$ cat config.mk
export PLATFORM = sky130hd
export DESIGN_NAME = mod_updown_counter
export DESIGN_NICKNAME = d
export VERILOG_FILES = /design/src/rtl/mod_updown_counter.sv
export SDC_FILE = /design/constraint.sdc
export NUM_CORES = 1
export LEC_CHECK = 0
export BUFFER_PORTS_ARGS = -buffer_cell sky130_fd_sc_hd__buf_2
export CELL_PAD_IN_SITES_DETAIL_PLACEMENT = 1
export CELL_PAD_IN_SITES_GLOBAL_PLACEMENT = 2
export CORE_AREA = 2 2 41 43
export CTS_BUF_LIST = sky130_fd_sc_hd__clkbuf_4
export DETAILED_ROUTE_END_ITERATION = 8
export DIE_AREA = 0 0 43 45
export PLACE_DENSITY = 0.81
export SETUP_SLACK_MARGIN = 0.02
export SLEW_MARGIN = 10
export SYNTH_ARGS = -nofsm -noshare
export SYNTH_HDL_FRONTEND = slang
export SYNTH_SLANG_ARGS = --single-unit
$ cat constraint.sdc
create_clock -name clk -period 1.8 [get_ports clk]
set_clock_uncertainty 0.1 [all_clocks]
set_input_delay 0.36 -clock clk [delete_from_list [all_inputs] [get_ports clk]]
set_output_delay 0.36 -clock clk [all_outputs]
set_load 0.01 [all_outputs]
$ cat src/rtl/mod_updown_counter.sv
// Parametrised modulo up/down counter with load, enable, and wrap or saturate limits.
// Provides a terminal-count output and an overflow pulse for cascading stages.
module mod_updown_counter #(
  parameter int unsigned            WIDTH     = 4,
  parameter logic [WIDTH-1:0]       MAX_COUNT = {WIDTH{1'b1}},
  parameter bit                     SATURATE  = 1'b0
) (
  input  logic             clk,
  input  logic             rst,
  input  logic             en,
  input  logic             up_dn,
  input  logic             load,
  input  logic [WIDTH-1:0] load_val,
  output logic [WIDTH-1:0] Q,
  output logic             tc,
  output logic             ovf
);

  logic [WIDTH-1:0] q_nxt;
  logic             ovf_nxt;
  logic             at_max;
  logic             at_zero;

  assign at_max  = (Q == MAX_COUNT);
  assign at_zero = (Q == '0);

  // Next count: load beats enable; at a limit either wrap or hold, and flag it.
  always_comb begin
    q_nxt   = Q;
    ovf_nxt = 1'b0;
    if (load) begin
      q_nxt = (load_val > MAX_COUNT) ? MAX_COUNT : load_val;
    end else if (en) begin
      if (up_dn) begin
        if (at_max) begin
          ovf_nxt = 1'b1;
          q_nxt   = SATURATE ? Q : '0;
        end else begin
          q_nxt = Q + WIDTH'(1);
        end
      end else begin
        if (at_zero) begin
          ovf_nxt = 1'b1;
          q_nxt   = SATURATE ? Q : MAX_COUNT;
        end else begin
          q_nxt = Q - WIDTH'(1);
        end
      end
    end
  end

  always_ff @(posedge clk or posedge rst) begin
    if (rst) begin
      Q   <= '0;
      ovf <= 1'b0;
    end else begin
      Q   <= q_nxt;
      ovf <= ovf_nxt;
    end
  end

  // High in the cycle before a wrapping/clipping edge so a next stage can use it as enable.
  assign tc = en & ~rst & ((up_dn & at_max) | (~up_dn & at_zero));

endmodule

* Yosys cells after proc, flatten, opt, wreduce, memory -nomap -nowiden
Cells that the tools add are included.
Storage, ports and cells: output and inout bits 6, bits in registers 5, input bits 9, logic and storage cells 26
Operators by class: reductions and logical operators 2, magnitude comparators 1, equality and inequality tests 1, bitwise operators 7, multiplexer cells 11, $add $sub $neg 2
Operators by type and width (number):
- 4-bit 2-to-1 mux | 6
- 1-bit 2-to-1 mux | 5
- 4-bit by 1-bit adder with 4-bit output (second input constant) | 1
- 1-bit bitwise AND | 4
- 4-bit == test (second input constant) | 1
- 4-bit > comparator (second input constant) | 1
- 4-bit logical NOT | 1
- 4-bit by 1-bit subtractor with 4-bit output (second input constant) | 1
- 1-bit inverter | 2
- 2-bit nonzero test | 1
- 1-bit OR | 1

* Longest topological paths before layout
Gate-level depths: netlist of run 1.
word-level depth 5, mapped depth 6, mapped depth without buffers 6

* Worst setup path before layout of run 1
Ideal clock, no wire load.
path type reg-to-reg, start point register Q[0], end point register Q[3], data required time 1.627 ns, arrival 1.474 ns, path slack 0.153 ns, clock period less this slack 1.647 ns, library setup time 0.073 ns, stages on the path, launching flop included 5, buffers on the path 0, cell sequence dfrtp_1 > inv_2 > or4_1 > a311o_1 > a21oi_2
On the way: word-level cells in the longest chain between the ends 5, elaborated cells on any way between the ends 9, those cells by class 2 x add/sub; 1 x eq/ne; 5 x mux; 1 x reduce/logical
RTL lines:
- start, declared | line 14 | output logic [WIDTH-1:0] Q,
- start signal, assigned | line 57 | Q <= q_nxt;
- 4-bit by 1-bit subtractor with 4-bit output, or another cell as far along | line 46 | q_nxt = Q - WIDTH'(1);
- 4-bit 2-to-1 mux (on tied branches) | line 42, 35
- 4-bit 2-to-1 mux (*) | line 34 | if (up_dn) begin
- 4-bit 2-to-1 mux (*) | line 33 | end else if (en) begin
- 4-bit 2-to-1 mux (*) | line 31 | if (load) begin
Mark *: on every way between the ends. The rest lies on a longest branch, timed or not. The select of a mux whose other input is x is not followed. A chain may end at the register's enable or synchronous reset.

* Worst setup path after layout of run 1
start point register Q[0], end point output tc
On the way: word-level cells in the longest chain between the ends 4, elaborated cells on any way between the ends 6, those cells by class 1 x eq/ne; 4 x bitwise; 1 x reduce/logical
RTL lines:
- 4-bit == test or 4-bit logical NOT (tied branches) | line 24, 25
- 1-bit bitwise AND | line 63 | assign tc = en & ~rst & ((up_dn & at_max) | (~up_dn & at_zero));
- 1-bit OR (*) | line 63
- 1-bit bitwise AND (*) | line 63
- end, declared | line 15 | output logic tc,
Mark *: on every way between the ends. The rest lies on a longest branch, timed or not.

==> results.json, run 1 <==
{
  "antenna_cells": 0,
  "ys_ff_latch": 5,
  "die_area_mm2": 0.00194,
  "async_flop_share": 1.00,
  "clock_path_buffers": 2,
  "portBuffers": 14,
  "cts_buffers": 3,
  "dpl-instance-area_um2": 447,
  "setup_viol": 1,
  "setup_tns_ns": -0.0735,
  "synth_nets": 53,
  "crit_type": "register to output pin",
  "grt_start_max_net_pins": 10,
  "syn_area_um2": 354,
  "crit_path_start_kind": "register",
  "rsz0062_at_grt": "yes",
  "fin_crit_sh": 1.04,
  "wl_met2_um": 510,
  "fin_area_um2": 581,
  "tightest_slew_ns": 0.307,
  "drt_wl_total_mm": 1.06,
  "die_y_um": 45,
  "synthTopCellsByCount": "dfrtp_1, nor2_1, o21ai_0, inv_1",
  "overflow": 0,
  "start_util": 0.241,
  "path_max_fanout": 3,
  "slowest_delay_ns": 0.43,
  "area_delta_synth_final_pct": 64.0,
  "cts_tree": "done",
  "netlist.top_cell.by_area": "dfrtp_1",
  "maxSlewViolCount": 0,
  "crit_path_cell_trace": "ha_2, and4_1, o21ai_2, nor2_1, buf_2",
  "drc": 0,
  "p_leak_nw": 0.280,
  "ys_types": 21,
  "grt_pass1_wl_mm": 1.90,
  "power_per_cell_area_mw_per_mm2": 779,
  "place_hpwl_um": 660,
  "crit_required_ns": 1.34,
  "cp.arrival_ns": 1.41,
  "wl_met3_um": 46,
  "highest_layer": "met4",
  "fillers": 189,
  "max_cap_violations": 0,
  "grt_usage": 0.136,
  "avgViaCountPerCell": 4.63,
  "nets": 80,
  "vdd_drop_max_mv": 0.281,
  "slew_headroom": 0.795,
  "finalHoldViolCount": 0,
  "wl_per_cell_um": 12.6,
  "fin_ws_ns": -0.0735,
  "dieWidth_um": 43,
  "synth_edf_count": 0,
  "wl_met1_um": 481,
  "synth.area.top_cells": "dfrtp_1, ha_1, o21ai_0",
  "min_path_type": "input port to register",
  "cp-end-kind": "output pin",
  "avgSynthCellArea_um2": 8.43,
  "fin_util": 0.395,
  "ctsRootBufferMaster": "clkbuf_4",
  "ctsHtreeMaxLevel": 1,
  "worstSkewPairLatency_ns": 0.24,
  "vias": 389,
  "drive_above_1_share": 0.529,
  "synth-warning-count": 0,
  "core_mm2": 0.00147,
  "crit_slowest_cell": "dfrtp_2",
  "antenna_found_initial": 0,
  "grt_pass1_vias": 417,
  "syn_inst": 42,
  "clock.fmax_mhz": 534,
  "synth-seq-area-share": 0.353,
  "ioPinCount": 15,
  "drt-pass1-iter-count": 1,
  "clock-sinks": 5,
  "rows": 14,
  "ys.flop_type": "dfrtp_1",
  "drt_iter0_drc": 0,
  "path_clk_slew_ns": 0.04,
  "outcome": "complete, but fails checks",
  "routabilityCongestion": 0.719,
  "period_minus_slack_ns": 1.87,
  "violations": "setup timing",
  "pre_cts_ws_ns": 0.0248,
  "yosysTopAreaCellShare": 0.353,
  "detail-route-antenna-nets": 0
}
cell families after synthesis:
logic type,Yosys count,synth area share
buf+inv,6,0.0671
mux,1,0.0283
flops,5,0.353
compound gates,12,0.212
simple gates,13,0.194
fa+ha+maj,2,0.0707
xor+xnor,3,0.0742
metrics by stage:
step	power, W	instances	hold WS, ns
floorplan	0.000213	42	0.0385
global placement	0.000257	72	0.168
detailed placement	0.000257	72	0.177
CTS	0.000443	82	0.220
global route	0.000492	84	0.236
finish	0.000452	84	0.230
flip-flops by register name (all words and copies together), names as in the netlist:
signal	flops
ovf	1
Q	4
what timing repair did:
item / 4_1_cts / 5_1_grt
gates resized for setup: 9 / 1
setup endpoints to repair: 1 / 2
endpoints found under the hold margin: 5 / 0
pin swaps: 2 / 6
hold buffers: 1 / 0
buffers inserted: 5 / 2
worst max-delay path: cells and delay by family, from the launching register on:
kind / cells / cell delay (ns)
AOI/OAI and AO/OA: 1 / 0.15
adders and majority gates: 1 / 0.21
buffers and inverters: 1 / 0.13
DFF: 1 / 0.43
and+or+nand+nor: 2 / 0.26
report_power, final:
part	switching (W)	internal (W)	leakage [nW]
registers	0.0000220	0.000125	0.0604
clock network	0.0000433	0.0000987	0.0184
logic	0.0000753	0.0000877	0.201
total	0.000141	0.000312	0.280
cell usage in the layout (no fill, tap or decap), types with 2 or more instances in the layout:
| master | n |
|---|---|
| a21oi_1 | 3 |
| buf_2 | 14 |
| buf_4 | 8 |
| clkbuf_4 | 4 |
| dfrtp_1 | 4 |
| inv_1 | 3 |
| inv_2 | 2 |
| nand2_1 | 3 |
| nor2_1 | 5 |
| o21ai_0 | 4 |
| xnor2_1 | 2 |
worst paths after layout:
kind | cells after the start | endpoint | startpoint | slack (ns)
max | 5 | tc | Q[0]$_DFFE_PP0P_ | -0.07
min | 3 | Q[2]$_DFFE_PP0P_ | load_val[2] | 0.23
max reg2reg | 6 | Q[3]$_DFFE_PP0P_ | Q[0]$_DFFE_PP0P_ | 0.04
min reg2reg | 3 | Q[1]$_DFFE_PP0P_ | Q[1]$_DFFE_PP0P_ | 0.64
max in group asynchronous | 3 | Q[0]$_DFFE_PP0P_ | rst | 0.93
min in group asynchronous | 3 | Q[1]$_DFFE_PP0P_ | rst | 0.49
cell type report:
class | instances | area [um^2] | area share
clock buffers | 4 | 30.0 | 0.0517
repair buffers | 23 | 140 | 0.241
multi-input cells | 31 | 245 | 0.422
well taps | 16 | 20.0 | 0.0345
inverters | 5 | 18.8 | 0.0323
flip-flops and latches | 5 | 126 | 0.218
metal layers:
| layer | global-route usage | up-vias |
|---|---|---|
| li1 | - | 198 |
| met1 | 0.163 | 179 |
| met2 | 0.221 | 10 |
| met3 | 0.0280 | 2 |
| met4 | 0.0909 | 0 |
| met5 | 0 | - |
Note: power is estimated with default switching activity, not from simulation.
==> run 2, diff against run 1 <==
- MAX_ROUTING_LAYER: default -> met4
==> run 2 against run 1 <==
  * The flow still finishes with violations (setup timing)
  * Via count did not move
  * Fmax barely moved
  * First-iteration DRC count did not move
  * Clock power barely moved
  * Non-clock buffer count did not move
  * Critical path type unchanged
  * Largest power group unchanged
==> results.json, run 2 (same netlist as run 1, synthesis figures left out) <==
{
  "place_hpwl_um": 660,
  "wl_per_cell_um": 12.6,
  "startpoint": "Q[0]$_DFFE_PP0P_",
  "fin_util": 0.395,
  "maxSlewViolCount": 0,
  "outcome": "complete, but fails checks",
  "period_minus_slack_ns": 1.87,
  "vias": 389,
  "antenna_cells": 0,
  "routabilityCongestion": 0.728,
  "setup_tns_ns": -0.0738,
  "slew_headroom": 0.795,
  "dpl-instance-area_um2": 447,
  "crit_path_start_kind": "register",
  "drc": 0,
  "grt_pass1_wl_mm": 1.90,
  "path_max_fanout": 3,
  "drt-pass1-iter-count": 1,
  "ctsRootBufferMaster": "clkbuf_4",
  "drive_above_1_share": 0.529,
  "cts_tree": "done",
  "drt_iter0_drc": 0,
  "min_path_type": "input port to register",
  "overflow": 0,
  "nets": 80,
  "ioPinCount": 15,
  "top_regs": "Q: 4 flops, ovf: 1 flops",
  "die_y_um": 45,
  "fin_ws_ns": -0.0738,
  "area_delta_synth_final_pct": 64.0,
  "final_common_cell": "buf_2",
  "pre_cts_ws_ns": 0.0248,
  "core_mm2": 0.00147,
  "clock.fmax_mhz": 534,
  "portBuffers": 14,
  "finalHoldViolCount": 0,
  "cts_buffers": 3,
  "p_leak_nw": 0.280,
  "rows": 14,
  "setup_viol": 1,
  "r2r_slack_ns": 0.04,
  "crit_required_ns": 1.34,
  "ctsHtreeMaxLevel": 1,
  "hold_path.startpoint": "load_val[2]",
  "fin_crit_sh": 1.04,
  "antenna_found_initial": 0,
  "cp-end-kind": "output pin",
  "start_util": 0.241,
  "top_register": "Q",
  "violations": "setup timing",
  "clock-sinks": 5,
  "fin_area_um2": 581,
  "cp.arrival_ns": 1.41,
  "largest_reg_flops": 4,
  "crit_type": "register to output pin",
  "grt_start_max_net_pins": 10,
  "power_per_cell_area_mw_per_mm2": 779,
  "rr_startpoint": "Q[0]$_DFFE_PP0P_",
  "drt_wl_total_mm": 1.06,
  "grt_pass1_vias": 418,
  "final_cell_mix": "buf_2, buf_4, nor2_1",
  "clock_path_buffers": 2,
  "rsz0062_at_grt": "yes",
  "grt_usage": 0.140,
  "vdd_drop_max_mv": 0.281,
  "avgViaCountPerCell": 4.63,
  "die_area_mm2": 0.00194,
  "detail-route-antenna-nets": 0,
  "max_cap_violations": 0,
  "worstSkewPairLatency_ns": 0.24,
  "dieWidth_um": 43,
  "path_clk_slew_ns": 0.04,
  "tightest_slew_ns": 0.307
}
run 2: routing by layer:
metal / wire length, um / vias to the layer above / GRT usage
met1: 485 / 179 / 0.166
met5: 0 / - / -
met4: 17 / 0 / 0.0909
li1: - / 198 / -
met2: 509 / 10 / 0.221
met3: 42 / 2 / 0.0240
run 2: area by class of cell:
class | instances | area (um^2)
clock buffers | 4 | 30.0
repair buffers | 23 | 140
inverters | 5 | 18.8
flip-flops and latches | 5 | 126
well taps | 16 | 20.0
multi-input cells | 31 | 245
fillers | 189 | 891
run 2: worst paths after layout:
path,to,depth (start not counted)
max reg2reg,Q[3]$_DFFE_PP0P_,6
min reg2reg,Q[1]$_DFFE_PP0P_,3
max in group asynchronous,Q[0]$_DFFE_PP0P_,3
max,tc,5
min,Q[2]$_DFFE_PP0P_,3
min in group asynchronous,Q[1]$_DFFE_PP0P_,3
run 2: worst max-delay path, stage by stage, from the launching register on:
cell and delay, ns:
dfrtp_2 0.43, ha_2 0.21, and4_1 0.20, o21ai_2 0.15
nor2_1 0.06, buf_2 0.13
run 2: what timing repair did:
action                                  CTS  global route
hold buffers                              1             0
endpoints found under the hold margin     5             0
pin swaps                                 2             6
gates resized for setup                   9             1
buffers inserted                          5             2
endpoints found under the setup margin    1             2
run 2: stage by stage:
step | cells | hold WS [ns] | power (W)
5_1_grt | 84 | 0.236 | 0.000492
2_1_floorplan | 42 | 0.0385 | 0.000213
3_3_place_gp | 72 | 0.168 | 0.000257
6_report | 84 | 0.230 | 0.000452
4_1_cts | 82 | 0.220 | 0.000443
3_5_place_dp | 72 | 0.177 | 0.000257
run 2: power by group:
part           internal (W)  leakage, nW  switching, W
sequential         0.000125       0.0604     0.0000219
clock             0.0000987       0.0184     0.0000433
combinational     0.0000877        0.201     0.0000753
